$ cat config.mk
export PLATFORM = sky130hd
export DESIGN_NAME = vend_arbiter_flat
export DESIGN_NICKNAME = d
export VERILOG_FILES = /design/src/rtl/vend_pkg.sv /design/src/rtl/vend_arbiter_if.sv /design/src/rtl/credit_accum.sv /design/src/rtl/vend_arbiter.sv /design/src/flat_wrapper.sv
export SDC_FILE = /design/constraint.sdc
export NUM_CORES = 1
export LEC_CHECK = 0
export CAP_MARGIN = 20
export CORE_MARGIN = 2
export CORE_UTILIZATION = 52
export DETAILED_ROUTE_END_ITERATION = 8
export PLACE_DENSITY = 0.91
export SKIP_LAST_GASP = 1
export SLEW_MARGIN = 20
export SYNTH_ARGS = -nofsm -noshare
export SYNTH_HDL_FRONTEND = slang
export SYNTH_SLANG_ARGS = --single-unit
$ cat constraint.sdc
create_clock -name clk_i -period 4.04 [get_ports clk_i]
set_input_delay 0.404 -clock clk_i [delete_from_list [all_inputs] [get_ports clk_i]]
set_output_delay 0.404 -clock clk_i [all_outputs]
set_load 0.02 [all_outputs]
$ cat src/rtl/vend_pkg.sv
// Purpose : shared types and defaults for the two-port vending arbiter.
// Latency : n/a (types, constants and a saturation helper only).
// Backpr. : n/a.
package vend_pkg;

   typedef enum logic {
      ST_IDLE     = 1'b0,
      ST_DISPENSE = 1'b1
   } state_e;

   // The coin code is numerically equal to its credit value.
   typedef enum logic [1:0] {
      COIN_NONE = 2'b00,
      COIN_1    = 2'b01,
      COIN_2    = 2'b10,
      COIN_3    = 2'b11
   } coin_e;

   localparam int PRICE_DEF           = 4;
   localparam int DISPENSE_CYCLES_DEF = 3;
   localparam int CNT_W               = 3;

   // Clamp a 5-bit intermediate credit to the 4-bit range 0..15.
   function automatic logic [3:0] sat15(input logic [4:0] v);
      return v[4] ? 4'hF : v[3:0];
   endfunction

endpackage

$ cat src/rtl/vend_arbiter_if.sv
// Purpose : coin inputs and credit/dispense outputs of the vending arbiter.
// Ports   : coin_a/coin_b (2b codes) in; credit_a/credit_b (4b), drop (2b one-hot), busy out.
// Backpr. : none; coins are accepted every cycle.
interface vend_arbiter_if;
   logic [1:0] coin_a;
   logic [1:0] coin_b;
   logic [3:0] credit_a;
   logic [3:0] credit_b;
   logic [1:0] drop;
   logic       busy;

   // Customer/coin-mech side.
   modport master (
      output coin_a, coin_b,
      input  credit_a, credit_b, drop, busy
   );

   // Arbiter side.
   modport slave (
      input  coin_a, coin_b,
      output credit_a, credit_b, drop, busy
   );
endinterface

$ cat src/rtl/credit_accum.sv
// Purpose : per-port saturating credit register (coin add, vend-price deduct).
// Latency : 1 cycle coin -> credit_o; credit_o is a register output.
// Backpr. : none; a coin is added every cycle it is nonzero, also on a deduct edge.
module credit_accum
   import vend_pkg::*;
#(
   parameter int PRICE = PRICE_DEF
) (
   input  logic       clk_i,
   input  logic       rst_ni,
   input  logic [1:0] coin_i,
   input  logic       deduct_i,
   output logic [3:0] credit_o
);

   logic [3:0] credit_q;
   logic [3:0] credit_d;
   logic [4:0] sum;

   // Deduct is only raised when credit_q >= PRICE, so the 5-bit difference
   // never wraps; only the upper end needs clamping.
   always_comb begin
      sum = {1'b0, credit_q} + {3'b000, coin_i};
      if (deduct_i) begin
         sum = sum - 5'(PRICE);
      end
      credit_d = sat15(sum);
   end

   always_ff @(posedge clk_i or negedge rst_ni) begin
      if (!rst_ni) begin
         credit_q <= 4'd0;
      end else begin
         credit_q <= credit_d;
      end
   end

   assign credit_o = credit_q;

endmodule

$ cat src/rtl/vend_arbiter.sv
// Purpose : two customer ports sharing one dispenser, round-robin on ties.
// Ports   : clk_i, rst_ni (async active-low), bus (slave modport: coins in, credits/drop/busy out).
// Latency : grant on the first edge a port sits at credit >= PRICE in IDLE; drop held DISPENSE_CYCLES.
module vend_arbiter
   import vend_pkg::*;
#(
   parameter int PRICE           = PRICE_DEF,
   parameter int DISPENSE_CYCLES = DISPENSE_CYCLES_DEF
) (
   input  logic           clk_i,
   input  logic           rst_ni,
   vend_arbiter_if.slave  bus
);

   localparam logic [4:0]       PRICE5   = 5'(PRICE);
   localparam logic [CNT_W-1:0] CNT_LOAD = CNT_W'(DISPENSE_CYCLES - 1);

   state_e           state_q, state_d;
   logic [CNT_W-1:0] cnt_q, cnt_d;
   logic             last_q, last_d;   // 0 = port A, 1 = port B; also the port being served
   logic             req_a, req_b;
   logic             grant_port;
   logic             deduct_a, deduct_b;

   credit_accum #(.PRICE(PRICE)) u_acc_a (
      .clk_i    (clk_i),
      .rst_ni   (rst_ni),
      .coin_i   (bus.coin_a),
      .deduct_i (deduct_a),
      .credit_o (bus.credit_a)
   );

   credit_accum #(.PRICE(PRICE)) u_acc_b (
      .clk_i    (clk_i),
      .rst_ni   (rst_ni),
      .coin_i   (bus.coin_b),
      .deduct_i (deduct_b),
      .credit_o (bus.credit_b)
   );

   // Requests come from registered credit only, so coins never reach outputs combinationally.
   assign req_a = ({1'b0, bus.credit_a} >= PRICE5);
   assign req_b = ({1'b0, bus.credit_b} >= PRICE5);

   always_comb begin
      if (req_a && req_b) begin
         grant_port = ~last_q;
      end else if (req_b) begin
         grant_port = 1'b1;
      end else begin
         grant_port = 1'b0;
      end
   end

   always_comb begin
      state_d  = state_q;
      cnt_d    = cnt_q;
      last_d   = last_q;
      deduct_a = 1'b0;
      deduct_b = 1'b0;
      case (state_q)
         ST_IDLE: begin
            if (req_a || req_b) begin
               state_d  = ST_DISPENSE;
               cnt_d    = CNT_LOAD;
               last_d   = grant_port;
               deduct_a = ~grant_port;
               deduct_b = grant_port;
            end
         end
         ST_DISPENSE: begin
            // Always returning through IDLE gives the one-cycle gap between vends.
            if (cnt_q == '0) begin
               state_d = ST_IDLE;
            end else begin
               cnt_d = cnt_q - 1'b1;
            end
         end
         default: begin
            state_d = ST_IDLE;
         end
      endcase
   end

   always_ff @(posedge clk_i or negedge rst_ni) begin
      if (!rst_ni) begin
         state_q <= ST_IDLE;
         cnt_q   <= '0;
         last_q  <= 1'b1;   // B counts as last served, so A wins the first tie
      end else begin
         state_q <= state_d;
         cnt_q   <= cnt_d;
         last_q  <= last_d;
      end
   end

   assign bus.busy = (state_q == ST_DISPENSE);
   assign bus.drop = (state_q == ST_DISPENSE) ? (last_q ? 2'b10 : 2'b01) : 2'b00;

endmodule
$ cat src/flat_wrapper.sv
// flat-port wrapper written by rule: the top's interface ports become plain ports
module vend_arbiter_flat import vend_pkg::*;
#(
   parameter int PRICE           = PRICE_DEF,
   parameter int DISPENSE_CYCLES = DISPENSE_CYCLES_DEF
)
  (clk_i, rst_ni, bus_coin_a, bus_coin_b, bus_credit_a, bus_credit_b, bus_drop, bus_busy);
  vend_arbiter_if bus_i ();
  input  logic clk_i;
  input  logic rst_ni;
  input wire logic [$bits(bus_i.coin_a)-1:0] bus_coin_a;
  input wire logic [$bits(bus_i.coin_b)-1:0] bus_coin_b;
  output wire logic [$bits(bus_i.credit_a)-1:0] bus_credit_a;
  output wire logic [$bits(bus_i.credit_b)-1:0] bus_credit_b;
  output wire logic [$bits(bus_i.drop)-1:0] bus_drop;
  output wire logic [$bits(bus_i.busy)-1:0] bus_busy;
  assign bus_i.coin_a = bus_coin_a;
  assign bus_i.coin_b = bus_coin_b;
  assign bus_credit_a = bus_i.credit_a;
  assign bus_credit_b = bus_i.credit_b;
  assign bus_drop = bus_i.drop;
  assign bus_busy = bus_i.busy;
  vend_arbiter #(.PRICE(PRICE), .DISPENSE_CYCLES(DISPENSE_CYCLES)) u_core (.clk_i(clk_i), .rst_ni(rst_ni), .bus(bus_i));
endmodule
Word level (Yosys, flattened, before mapping)

Index checks and enable logic that the tools add are counted.

Register bits after elaboration: 13
Output and inout bits: 11
Logic and storage cells: 40

Add/sub/neg operators: 5
$lt $le $gt $ge: 2
Eq/ne operators: 2
Mux-type cells: 18
Bitwise logic cells: 3
Reductions and logical operators: 5

Operators by type and width:

| operator                                             | count |
|---|---|
| adder 4 x 2 -> 5 bit                                 | 2 |
| two-way mux 5 bit                                    | 2 |
| subtractor 5 x 3 -> 5 bit (second input constant)    | 2 |
| >= comparator 4 x 3 -> 1 bit (second input constant) | 2 |
| two-way mux 1 bit                                    | 8 |
| two-way mux 4 bit                                    | 2 |
| two-way mux 3 bit                                    | 2 |
| one-hot mux 3 bit (2 select lines)                   | 1 |
| two-way mux 2 bit                                    | 2 |
| AND reduction 2 bit                                  | 2 |
| logical NOT 3 bit                                    | 1 |
| NOT 1 bit                                            | 3 |
| subtractor 3 x 1 -> 3 bit (second input constant)    | 1 |
| != test 2 x 1 -> 1 bit (second input constant)       | 1 |
| != test 2 bit (second input constant)                | 1 |
| one-hot mux 1 bit (2 select lines)                   | 1 |
| logical AND 1 bit                                    | 1 |
| logical OR 1 bit                                     | 1 |

Longest topological paths before layout

Depth after elaboration: 8
Depth in mapped cells: 8
Mapped depth without buffers: 8

By module

A second synthesis with hierarchy kept.

Cells, all modules: 91
Area, all modules: 879.6 µm²

By module, submodules not included:

| module       | times used | cells an instance | area each (µm²) | seq. area each (µm²) |
|---|---|---|---|---|
| credit_accum | 2          | 29                | 284.0           | 100.1 |
| vend_arbiter | 1          | 33                | 311.5           | 126.4 |

Worst setup path after synthesis

OpenSTA, ideal clock, no wires.

Path kind: register -> register
From: register u_core.u_acc_a.credit_q[0] (netlist: u_core.u_acc_a.credit_o[0])
To: register u_core.u_acc_a.credit_q[0] (netlist: u_core.u_acc_a.credit_o[0])
Arrival time: 2152 ps
Path slack: 1818 ps
Cell stages (with the launch flop): 9
Buffers on the path: 0
Path through: dfrtp_1 ha_1 inv_1 fa_1 xor2_1 ha_1 inv_1 or4_4 nand3b_1

Cells in the longest elaborated chain, start to end: 8
Elaborated cells on any way between the ends: 11
Classes of those cells: add/sub (2); order compare (1); mux (5); bitwise (1); reduce/logical (2)

RTL lines:

| what                                                                         | line               | source |
|---|---|---|
| start: declaration                                                           | credit_accum.sv:16 | `logic [3:0] credit_q;` |
| start signal: assignment                                                     | credit_accum.sv:34 | `credit_q <= credit_d;` |
| parallel branches: the longest is 6 deep, another holds adder 4 x 2 -> 5 bit | -                  |  |
| two-way mux 5 bit (*)                                                        | credit_accum.sv:24 | `if (deduct_i) begin` |
| two-way mux 4 bit (*)                                                        | vend_pkg.sv:25     | `return v[4] ? 4'hF : v[3:0];` |
| net u_core.u_acc_a.credit_d[0]                                               | credit_accum.sv:17 | `logic [3:0] credit_d;` |

Mark *: on every way through the listed nets, which the timed path passes.
A chain may end at the register's enable or synchronous reset.

Worst setup path after layout

From: input bus_coin_a[0]
To: register u_core.u_acc_a.credit_q[0] (netlist: u_core.u_acc_a.credit_o[0])

Cells in the longest elaborated chain, start to end: 4

RTL lines:

| what                           | line               | source |
|---|---|---|
| start: declaration             | flat_wrapper.sv:11 | `input wire logic [$bits(bus_i.coin_a)-1:0] bus_coin_a;` |
| adder 4 x 2 -> 5 bit (*)       | credit_accum.sv:23 | `sum = {1'b0, credit_q} + {3'b000, coin_i};` |
| subtractor 5 x 3 -> 5 bit      | credit_accum.sv:25 | `sum = sum - 5'(PRICE);` |
| two-way mux 5 bit (*)          | credit_accum.sv:24 |  |
| two-way mux 4 bit (*)          | vend_pkg.sv:25     |  |
| net u_core.u_acc_a.credit_d[0] | credit_accum.sv:17 |  |

The timed path passes the listed nets; every way through them passes the cells marked *.

==> impl_table.tex <==
\begin{tabular}{lr}
\hline
Metric & Value \\
\hline
\multicolumn{2}{l}{\textbf{Outcome}} \\
\quad Status & finished clean \\
\multicolumn{2}{l}{\textbf{Yosys}} \\
\quad Synth unique cells & 36 \\
\quad Count of mapped cells out of synthesis & 92 \\
\quad Biggest area contributors in the synthesized netlist & dfrtp\_1 (33\%), ha\_1 (11\%), fa\_1 (4.4\%), inv\_1 (4.1\%), a32oi\_1 (3.8\%) \\
\quad Most used flip-flop cell after synthesis & dfrtp\_1 \\
\quad Synthesized netlist net count & roughly 110 \\
\quad Async SR Flop Fraction & 100.0\% \\
\quad Mapped Avg Cell Area & between 9 and 10 sq um \\
\quad Number of flops mapped to enable cells by yosys & 0 \\
\quad List of most frequent post-synthesis cells & dfrtp\_1 (12), inv\_1 (10), ha\_1 (8), nand2\_1 (6) \\
\quad Share of the yosys chip area belonging to registers & $\sim$36\% \\
\quad Post-synthesis instance area & about 920 sq um \\
\quad Cell type with the largest total area after synthesis & dfrtp\_1 \\
\quad Yosys warning count & 0 \\
\quad Most repeated cell in the gate-level netlist after synthesis & dfrtp\_1 \\
\quad Share of Yosys cell area claimed by the top area cell type & roughly a third \\
\quad Flip-flop and latch count after synthesis & 13 \\
\multicolumn{2}{l}{\textbf{Placement}} \\
\quad DPL Wire Length & around 1400 um \\
\quad Number of cells after detailed placement & 122 \\
\quad Global placer's final weighted congestion & 0.7367 \\
\quad Area of placed instances & 1072 sq um \\
\quad Port-buffer cells & 16 \\
\multicolumn{2}{l}{\textbf{Critical path}} \\
\quad Endpoint required time on the critical path & 4260 ps \\
\quad CP endpoint kind & flop \\
\quad Type of the worst setup path & primary input to flop \\
\quad Sequence of cells on the critical path & clkdlybuf4s50\_1 > ha\_1 > inv\_1 > fa\_1 > xor2\_1 > ha\_1 > inv\_1 > or4\_4 > nand3b\_1 \\
\quad Critical path's largest stage delay & roughly 530 ps \\
\quad WP data arrival & roughly 2700 ps \\
\quad Critical path's slowest cell & or4\_4 \\
\quad Highest net fanout along the worst path & 3 \\
\quad Worst setup SP type & primary input \\
\multicolumn{2}{l}{\textbf{Drt}} \\
\quad Number of remaining DRC errors & 0 \\
\quad First DRT Iteration DRCs & 7 \\
\quad Detailed-routed wire length on met3 & roughly 80 um \\
\quad Via density & between 5 and 6 \\
\quad Via total after detailed routing & 735 \\
\quad Highest metal used & met4 \\
\quad Mean routed wirelength per cell & around 14 um \\
\quad Wire length on met1 & $\sim$720 um \\
\quad Length of routed met2 wiring & just under 1000 um \\
\quad Pre-Repair DR Iteration Count & 4 \\
\quad DRT antenna net count & 0 \\
\quad WL final & 1798 um \\
\multicolumn{2}{l}{\textbf{Run}} \\
\quad Number of max-cap violations & 0 \\
\multicolumn{2}{l}{\textbf{CTS}} \\
\quad Post-CTS Hold Fix Bufs & 0 \\
\quad Clock edge transition at the registers on the reported setup and hold paths & 80 ps \\
\quad Number of clock sinks & 13 \\
\quad CTS tree & done \\
\quad Number of H-tree levels & 1 \\
\quad Cell at the root of the clock tree & clkbuf\_4 \\
\quad Post-CTS Repair Setup Buffers & 0 \\
\quad Total CTS buffers & 3 \\
\quad Source-to-sink clock delay at the later pin of the worst-skew pair & roughly 280 ps \\
\quad Number of buffers between clock root and the deepest sink & 2 \\
\quad Number of gates given a new drive strength after cts & 0 \\
\multicolumn{2}{l}{\textbf{STA}} \\
\quad Final count of hold timing violations & 0 \\
\quad Rel. slew slack & between 60\% and 70\% \\
\quad Crit path time final & about 2500 ps \\
\quad Final setup fails & 0 \\
\quad RSZ-0062 raised after global routing & false \\
\quad Clock Skews & between 7 and 8 ps \\
\quad Slew of the pin with the lowest slew margin & between 500 and 600 ps \\
\quad Highest clock rate & about 0.41 GHz \\
\quad Worst hold slack & roughly 500 ps \\
\quad Slew Limit Fails & 0 \\
\quad Fraction of the cycle the final worst path needs & 61.06\% \\
\quad Summed negative setup slack over all endpoints & 0 ps \\
\multicolumn{2}{l}{\textbf{Global route}} \\
\quad Total Routing Usage GR & approximately 21\% \\
\quad Wire length of the first global-routing pass & 3111 um \\
\quad GRT Residual Overflow & 0 \\
\quad Number of global-route vias before repair & $\sim$800 \\
\quad Pin count of the biggest net entering global routing & 14 \\
\quad Antenna violations before repair & 0 \\
\multicolumn{2}{l}{\textbf{Final layout}} \\
\quad Layout Nets & $\sim$130 \\
\quad Layout cells sized above 1 & 8.257\% \\
\quad Final instance area & around 1100 sq um \\
\quad Diodes inserted & 0 \\
\quad Area growth from synthesis to layout & 19.62\% \\
\quad Final std cells w/o fill & about 130 \\
\multicolumn{2}{l}{\textbf{Floorplan}} \\
\quad I/O Pins & 17 \\
\quad Die Wd & between 40 and 50 um \\
\quad Area of the die & roughly 2100 sq um \\
\quad Die boundary height & roughly 46 um \\
\quad Initial core utilization & about 54\% \\
\quad Core Rows & 15 \\
\quad Placeable core area & approximately 1700 sq um \\
\multicolumn{2}{l}{\textbf{Hold path}} \\
\quad Tightest Hold Check Type & primary input to async pin \\
\multicolumn{2}{l}{\textbf{Pwr}} \\
\quad VDD IR max & 0.0005913 V \\
\quad Pwr dens & $\sim$900 nW/um\^{}2 \\
\quad Leakage & slightly below 0.0005 uW \\
\hline
\end{tabular}
-- placed cells by master, fill, tap and decap left out, drive strengths merged, types with 3 or more instances in the layout --
master         instances
inv                   10
ha                     8
a32oi                  4
o21ba                  3
nand2                  6
nor2                   3
nor2b                  3
clkbuf                 4
clkdlybuf4s50         16
nand3                  3
nand3b                 3
dfrtp                 12
a21o                   4
-- worst paths after layout --
kind                            slack, ps  cells past startpoint                       start                          to
worst max-delay path                 1570                      9               bus_coin_a[0]  u_core.u_acc_a.credit_o[0]
worst min-delay path                  490                      1                      rst_ni             u_core.cnt_q[0]
worst max register to register       1780                      8  u_core.u_acc_a.credit_o[0]  u_core.u_acc_a.credit_o[0]
worst min register to register        530                      2             u_core.cnt_q[1]             u_core.cnt_q[1]
max in group asynchronous            3170                      1                      rst_ni               u_core.last_q
min in group clk_i                    530                      2             u_core.cnt_q[1]             u_core.cnt_q[1]
-- per-stage QoR --
step | util, % | total power (uW) | worst slack [ps]
after floorplan | - | 748.9 | 1818
after global placement | 63.48 | 898.0 | 1381
after detailed placement | 63.48 | 941.5 | 1310
after CTS | 65.04 | 1029 | 1584
after global routing | 65.04 | 1112 | 1447
final | 65.04 | 1019 | 1573
-- power breakdown --
group	total [uW]	internal, uW	switching, uW	leakage, uW
Combinational	649	316	334	0.000330
Sequential	290	203	86.8	0.000145
Clock	79.8	38.3	41.5	0.0000150
-- registers in the layout (all words and copies together), names as in the netlist --
signal,cells
u_core.u_acc_b.credit_o,4
u_core.u_acc_a.credit_o,4
u_core.last_q,1
u_core.bus.busy,1
u_core.cnt_q,3
-- metal layers --
metal	track usage, %	up-vias
li1	-	361
met1	21.14	350
met2	39.72	22
met3	5.952	2
met4	5.143	0
met5	0	-
-- area by class of cell --
cell class,instances,area (sq um)
tap,17,21.27
inverter,10,37.54
clock buffer,4,26.28
multi-input combinational,66,526.8
timing repair buffer,16,160.2
fill,135,590.6
sequential,13,326.6
-- cell families (layout without fill, tap and decap cells) --
family          after synthesis  after routing  synth area share [%]
fa+ha+maj                    10             10                 15.26
compound gates               23             23                 19.48
buf+inv                      13             30                 7.084
simple gates                 29             29                 18.80
flops                        13             13                 35.56
xor+xnor                      4              4                 3.815
-- critical path: cells and delay by family --
kind                     cells  cell delay (ps)
XOR/XNOR                     1              250
AND/OR/NAND/NOR              2              630
adder cells (fa/ha/maj)      3              820
buffers and inverters        3              580
Power figures use the tool's default switching activity.
